### config.mk
export PLATFORM = sky130hd
export DESIGN_NAME = parking_lot_ctrl
export DESIGN_NICKNAME = d
export VERILOG_FILES = /design/src/rtl/parking_pkg.sv /design/src/rtl/parking_occ_counter.sv /design/src/rtl/parking_lot_ctrl.sv
export SDC_FILE = /design/constraint.sdc
export NUM_CORES = 1
export LEC_CHECK = 0
export CAP_MARGIN = 0
export CORE_UTILIZATION = 34
export CTS_BUF_LIST = sky130_fd_sc_hd__clkbuf_4
export CTS_CLUSTER_DIAMETER = 200
export DETAILED_ROUTE_END_ITERATION = 10
export GPL_ROUTABILITY_DRIVEN = 0
export SLEW_MARGIN = 10
export SYNTH_ARGS = -nofsm -noshare
export SYNTH_HDL_FRONTEND = slang
export SYNTH_HIERARCHICAL = 1
export SYNTH_SLANG_ARGS = --single-unit
### constraint.sdc
create_clock -name clock_in -period 4.5 [get_ports clock_in]
set_input_delay 0.45 -clock clock_in [delete_from_list [all_inputs] [get_ports clock_in]]
set_output_delay 0.45 -clock clock_in [all_outputs]
set_load 0.02 [all_outputs]
### src/rtl/parking_pkg.sv
// Shared definitions for the car-park entry controller: state codes and
// occupancy counter width helper.
package parking_pkg;

    localparam int unsigned STATE_W = 3;

    typedef enum logic [STATE_W-1:0] {
        S_IDLE       = 3'd0,
        S_WAIT_PASS  = 3'd1,
        S_WRONG_PASS = 3'd2,
        S_RIGHT_PASS = 3'd3,
        S_STOP       = 3'd4,
        S_FULL       = 3'd5,
        S_LOCKED     = 3'd6
    } state_e;

    // Bits needed to hold 0..cap inclusive.
    function automatic int unsigned occ_w(input int unsigned cap);
        return (cap < 1) ? 1 : $clog2(cap + 1);
    endfunction

endpackage

### src/rtl/parking_occ_counter.sv
// Lot occupancy tracker: rising-edge detect on the exit sensor and a
// saturating up/down counter with a registered full flag.
module parking_occ_counter
    import parking_pkg::*;
#(
    parameter int unsigned CAPACITY = 8
) (
    input  logic                          clk_i,
    input  logic                          rst_ni,
    input  logic                          exit_sensor_i,
    input  logic                          entry_i,
    output logic [occ_w(CAPACITY)-1:0]    occupancy_o,
    output logic                          lot_full_o
);

    localparam int unsigned      OCC_W = occ_w(CAPACITY);
    localparam logic [OCC_W-1:0] CAP_V = OCC_W'(CAPACITY);

    logic             exit_q;
    logic             exit_rise;
    logic [OCC_W-1:0] occ_q, occ_d;
    logic             full_q;

    assign exit_rise = exit_sensor_i & ~exit_q;

    // Simultaneous entry and exit cancel; each direction saturates.
    always_comb begin
        occ_d = occ_q;
        if (entry_i && !exit_rise) begin
            if (occ_q != CAP_V) occ_d = occ_q + 1'b1;
        end else if (exit_rise && !entry_i) begin
            if (occ_q != '0) occ_d = occ_q - 1'b1;
        end
    end

    // Full flag follows the next count so it never lags occupancy.
    always_ff @(posedge clk_i or negedge rst_ni) begin
        if (!rst_ni) begin
            exit_q <= 1'b0;
            occ_q  <= '0;
            full_q <= 1'b0;
        end else begin
            exit_q <= exit_sensor_i;
            occ_q  <= occ_d;
            full_q <= (occ_d == CAP_V);
        end
    end

    assign occupancy_o = occ_q;
    assign lot_full_o  = full_q;

endmodule

### src/rtl/parking_lot_ctrl.sv
// Multi-bay gated car-park entry controller: password FSM, entry timeout,
// blinking status LEDs and occupancy tracking.
// Optional feature: define PARK_LOCKOUT_EN to lock the gate for LOCK_CYC
// cycles after MAX_TRIES wrong passwords.
module parking_lot_ctrl
    import parking_pkg::*;
#(
    parameter int unsigned       PASS_W    = 4,
    parameter logic [PASS_W-1:0] PASSWORD  = PASS_W'('hA),
    parameter int unsigned       CAPACITY  = 8,
    parameter int unsigned       WAIT_CYC  = 16,
    parameter int unsigned       BLINK_CYC = 4,
    parameter int unsigned       MAX_TRIES = 3,
    parameter int unsigned       LOCK_CYC  = 32
) (
    input  logic                        clock_in,
    input  logic                        rst_in,
    input  logic                        front_sensor,
    input  logic                        back_sensor,
    input  logic                        exit_sensor,
    input  logic                        pass_valid,
    input  logic [PASS_W-1:0]           pass_in,
    output logic                        gate_open,
    output logic                        g_led,
    output logic                        r_led,
    output logic                        lot_full,
    output logic [occ_w(CAPACITY)-1:0]  occupancy,
    output logic [STATE_W-1:0]          state_o
);

    localparam int unsigned TMR_MAX = (WAIT_CYC > LOCK_CYC) ? WAIT_CYC : LOCK_CYC;
    localparam int unsigned TMR_W   = $clog2(TMR_MAX + 1);
    localparam int unsigned BLK_W   = $clog2(BLINK_CYC + 1);
    localparam int unsigned TRY_W   = $clog2(MAX_TRIES + 1);

    localparam logic [TMR_W-1:0] WAIT_LAST  = TMR_W'(WAIT_CYC - 1);
`ifdef PARK_LOCKOUT_EN
    localparam logic [TMR_W-1:0] LOCK_LAST  = TMR_W'(LOCK_CYC - 1);
`endif
    localparam logic [BLK_W-1:0] BLINK_LAST = BLK_W'(BLINK_CYC - 1);
    localparam logic [TRY_W-1:0] TRY_MAX    = TRY_W'(MAX_TRIES);

    state_e             state_q, state_d;
    logic [TMR_W-1:0]   tmr_q, tmr_d;
    logic [BLK_W-1:0]   blk_cnt_q, blk_cnt_d;
    logic               blink_q, blink_d;
    logic [TRY_W-1:0]   tries_q, tries_d, tries_inc;
    logic               gate_q, gate_d;
    logic               g_q, g_d;
    logic               r_q, r_d;
    logic               pass_ok, pass_bad;
    logic               entry;

    assign pass_ok   = pass_valid && (pass_in == PASSWORD);
    assign pass_bad  = pass_valid && (pass_in != PASSWORD);
    assign tries_inc = (tries_q == TRY_MAX) ? tries_q : tries_q + 1'b1;

    parking_occ_counter #(
        .CAPACITY (CAPACITY)
    ) u_occ (
        .clk_i         (clock_in),
        .rst_ni        (rst_in),
        .exit_sensor_i (exit_sensor),
        .entry_i       (entry),
        .occupancy_o   (occupancy),
        .lot_full_o    (lot_full)
    );

    // Next-state, tries bookkeeping and entry strobe.
    always_comb begin
        state_d = state_q;
        tries_d = tries_q;
        entry   = 1'b0;
        case (state_q)
            S_IDLE: begin
                if (front_sensor) state_d = lot_full ? S_FULL : S_WAIT_PASS;
            end
            S_FULL: begin
                if (!front_sensor)  state_d = S_IDLE;
                else if (!lot_full) state_d = S_WAIT_PASS;
            end
            S_WAIT_PASS: begin
                if (pass_ok) begin
                    state_d = S_RIGHT_PASS;
                end else if (pass_bad) begin
                    state_d = S_WRONG_PASS;
                    tries_d = tries_inc;
                end else if (tmr_q == WAIT_LAST) begin
                    state_d = S_IDLE;
                end
            end
            S_WRONG_PASS: begin
                if (pass_ok) begin
                    state_d = S_RIGHT_PASS;
                end else if (pass_bad) begin
                    tries_d = tries_inc;
`ifdef PARK_LOCKOUT_EN
                    if (tries_inc == TRY_MAX) state_d = S_LOCKED;
`endif
                end else if (!front_sensor) begin
                    state_d = S_IDLE;
                end
            end
            S_RIGHT_PASS: begin
                if (front_sensor && back_sensor) begin
                    state_d = S_STOP;
                end else if (back_sensor) begin
                    state_d = S_IDLE;
                    entry   = 1'b1;
                end
            end
            S_STOP: begin
                if (pass_ok) state_d = S_RIGHT_PASS;
            end
`ifdef PARK_LOCKOUT_EN
            S_LOCKED: begin
                if (tmr_q == LOCK_LAST) state_d = S_IDLE;
            end
`endif
            default: state_d = S_IDLE;
        endcase
        if (state_d == S_IDLE || state_d == S_RIGHT_PASS) tries_d = '0;
    end

    // One dwell timer serves both the entry timeout and the lockout period;
    // it only runs while staying in one of those two states.
    always_comb begin
        tmr_d = '0;
        if (state_d == state_q && (state_q == S_WAIT_PASS || state_q == S_LOCKED))
            tmr_d = tmr_q + 1'b1;
    end

    // Blink phase restarts high on every state change.
    always_comb begin
        if (state_d != state_q) begin
            blk_cnt_d = '0;
            blink_d   = 1'b1;
        end else if (blk_cnt_q == BLINK_LAST) begin
            blk_cnt_d = '0;
            blink_d   = ~blink_q;
        end else begin
            blk_cnt_d = blk_cnt_q + 1'b1;
            blink_d   = blink_q;
        end
    end

    // Output decode from the state being entered, so outputs line up with it.
    always_comb begin
        gate_d = 1'b0;
        g_d    = 1'b0;
        r_d    = 1'b0;
        case (state_d)
            S_WAIT_PASS, S_FULL:  r_d = 1'b1;
            S_WRONG_PASS, S_STOP: r_d = blink_d;
            S_RIGHT_PASS: begin
                gate_d = 1'b1;
                g_d    = blink_d;
            end
`ifdef PARK_LOCKOUT_EN
            S_LOCKED: begin
                r_d = 1'b1;
                g_d = blink_d;
            end
`endif
            default: ;
        endcase
    end

    // State, counters and registered outputs.
    always_ff @(posedge clock_in or negedge rst_in) begin
        if (!rst_in) begin
            state_q   <= S_IDLE;
            tmr_q     <= '0;
            blk_cnt_q <= '0;
            blink_q   <= 1'b0;
            tries_q   <= '0;
            gate_q    <= 1'b0;
            g_q       <= 1'b0;
            r_q       <= 1'b0;
        end else begin
            state_q   <= state_d;
            tmr_q     <= tmr_d;
            blk_cnt_q <= blk_cnt_d;
            blink_q   <= blink_d;
            tries_q   <= tries_d;
            gate_q    <= gate_d;
            g_q       <= g_d;
            r_q       <= r_d;
        end
    end

    assign gate_open = gate_q;
    assign g_led     = g_q;
    assign r_led     = r_q;
    assign state_o   = state_q;

endmodule
==> metrics.csv <==
metric;value;unit
status;finished clean;
drt-vias-per-instance;5.47;
place_inst;199;
fillers;366;
p_leak;0.633;nW
cap_violations;0;
fp-row-count;22;
async_reset_ff_share;100;%
drtPass1Iterations;4;
yosysUniqueCellTypes;51;
tightestPinTransition;0.950;ns
dr_total_vias;1110;
cts_buffers;3;
grt_pass1_wl;4610;um
sw_frac_of_total;41.0;%
grt_pass1_vias;1039;
synth_area_leaders;dfrtp_1 (40%), nor2_1 (3.8%), ha_1 (3.6%), nor4b_2 (3.2%), xnor2_1 (3.1%);
antenna_found_initial;0;
cts_tree;done;
period_minus_slack;2.46;ns
die_h;66;um
drtAntennaViolNets;0;
nNetsFinal;170;
hpwl;2040;um
yosysSeqAreaShare;39.5;%
synth_seq_cells;22;
insertedDiodeCount;0;
clock_power_share;15.2;%
area_delta_synth_final;19.6;%
root_buffer;clkbuf_4;
seq_area;551;sq um
r2r_slack;2.04;ns
synthTopCellsByCount;dfrtp_1 (22), nor2_1 (14), nand2_1 (10), nand3_1 (6);
synth_top_area_share;39.5;%
yosys_warnings;6;
clk_latency;0.30;ns
fin_util;43.8;%
finalPower;961;uW
post-place-ws;1.83;ns
combPwrFrac;48.6;%
critPathKind;flip-flop to flip-flop;
ir_drop;273;uV
pwr-share-seq;36.2;%
fin_ws;2.04;ns
drt-total-wl;2760;um
yosysTopAreaCell;dfrtp_1;
overflow;0;
synth_area;0.00139;sq mm
drive_gt1_share;10.3;%
p_sw;394;uW
multi_input_area;783;sq um
slew_headroom;36.4;%
cts_setup_buffers;0;
crit_path_start_kind;flip-flop;
start_util;36.7;%
worstPathArrival;2.65;ns
cp-end-kind;flip-flop;
timing.fmax;0.406;GHz
post_cts_resized;0;
cp.required;4.69;ns
hold_viol;0;
syn-instance-count;138;
synth_edf_count;0;
power_density;577;mW/mm^2
synth_nets;152;
setup_violations;0;
avgSynthCellArea;10.1;sq um
cp_max_fo;20;
synth_flop_cell;dfrtp_1;
cts_htree_levels;1;
clock_tree.buffer_depth;2;
core_area;0.00380;sq mm
yosysMostFrequentCell;dfrtp_1;
clock_sinks;22;
port_buffers;20;
grt_usage;13.6;%
grt_max_degree;23;
finalNonFillerCells;203;
clk_pin_slew;0.12;ns
final.setup.tns;0;ns
dieArea;0.00436;sq mm
holdBufCountCts;0;
p_int;567;uW
fin_crit_sh;54.7;%
hold_class;flip-flop to flip-flop;
fin_worst_skew;0.0117;ns
io_pins;21;
maxSlewViolCount;0;
wire_per_inst;13.6;um
drtIter0Drc;77;
die_w;66;um
rsz0062_at_grt;false;
drc;0;
## layout by cell type, fill, tap and decap left out, types with 2 or more instances in the layout
cell type	synthesis	layout
o21ai_1	3	3
nand3_1	6	6
and3_1	3	3
xnor2_1	5	5
inv_1	5	5
nand3b_1	4	4
nand2_1	10	10
nor2_1	14	14
nand2b_1	4	4
and2_1	2	2
nor4b_1	2	2
o21ai_0	4	4
nand4b_1	2	2
a31o_1	2	2
xor2_1	2	2
o211ai_1	2	2
nor4b_2	3	3
dfrtp_1	22	22
a21oi_1	2	2
ha_1	4	4
clkdlybuf4s50_1	0	20
o22a_1	2	2
or4bb_1	2	2
clkbuf_4	0	3
## registers in the layout, summed over array words and instances, names as in the netlist
name               cells
blink_q                1
blk_cnt_q              3
g_led                  1
gate_open              1
r_led                  1
state_o                3
tmr_q                  6
u_occ/exit_q           1
u_occ/lot_full_o       1
u_occ/occupancy_o      4
## per-layer routing
| metal | share of wire, % | vias up | global-route usage [%] | wire length, um |
|---|---|---|---|---|
| li1 | - | 543 | - | - |
| met1 | 50 | 542 | 18.6 | 1370 |
| met2 | 46 | 23 | 21.6 | 1260 |
| met3 | 3.6 | 2 | 1.21 | 100 |
| met4 | 1.2 | 0 | 5.85 | 33 |
| met5 | 0 | - | 0 | 0 |
## stage by stage
stage	hold WS, ns	instance area [sq um]
final	0.478	1670
after global placement	0.447	1610
after global routing	0.502	1670
after CTS	0.480	1670
after detailed placement	0.464	1610
after floorplan	0.154	1390
## path summary, 6_finish.rpt
check / start / end / cells after the start
max in group asynchronous: rst_in / u_occ/occupancy_o[3]$_DFF_PN0_ / 1
max reg2reg: state_o[0]$_DFF_PN0_ / u_occ/lot_full_o$_DFF_PN0_ / 6
min: tmr_q[0]$_DFF_PN0_ / tmr_q[0]$_DFF_PN0_ / 1
min in group asynchronous: rst_in / u_occ/occupancy_o[2]$_DFF_PN0_ / 1
max: state_o[0]$_DFF_PN0_ / u_occ/lot_full_o$_DFF_PN0_ / 6
min reg2reg: tmr_q[0]$_DFF_PN0_ / tmr_q[0]$_DFF_PN0_ / 1
## power by group through the flow
stage	clock [mW]	sequential (mW)	combinational, mW
floorplan	0	0.354	0.312
detailed placement	0	0.352	0.468
global placement	0	0.347	0.462
CTS	0.151	0.349	0.470
global route	0.159	0.361	0.509
finish	0.146	0.348	0.467
## cell families after synthesis
logic type      share of synthesized area [%]
compound gates                           17.6
xor+xnor                                 4.40
fa+ha+maj                                3.59
buf+inv                                  4.22
flops                                    39.5
mux                                     0.809
simple gates                             29.8
## cell type report
class | instances | share of cell area [%]
well taps | 48 | 3.61
clock buffers | 3 | 1.35
flip-flops and latches | 22 | 33.1
multi-input cells | 104 | 47.0
clock inverters | 1 | 1.80
repair buffers | 20 | 12.0
inverters | 5 | 1.13
## critical path, stage by stage, from the launching register on
cell,delay (ns)
dfrtp_1,0.73
nand4b_1,0.22
nor2_1,0.56
nand3_1,0.23
mux2_2,0.34
o221ai_2,0.19
nor4b_2,0.08
Power figures use the tool's default switching activity.
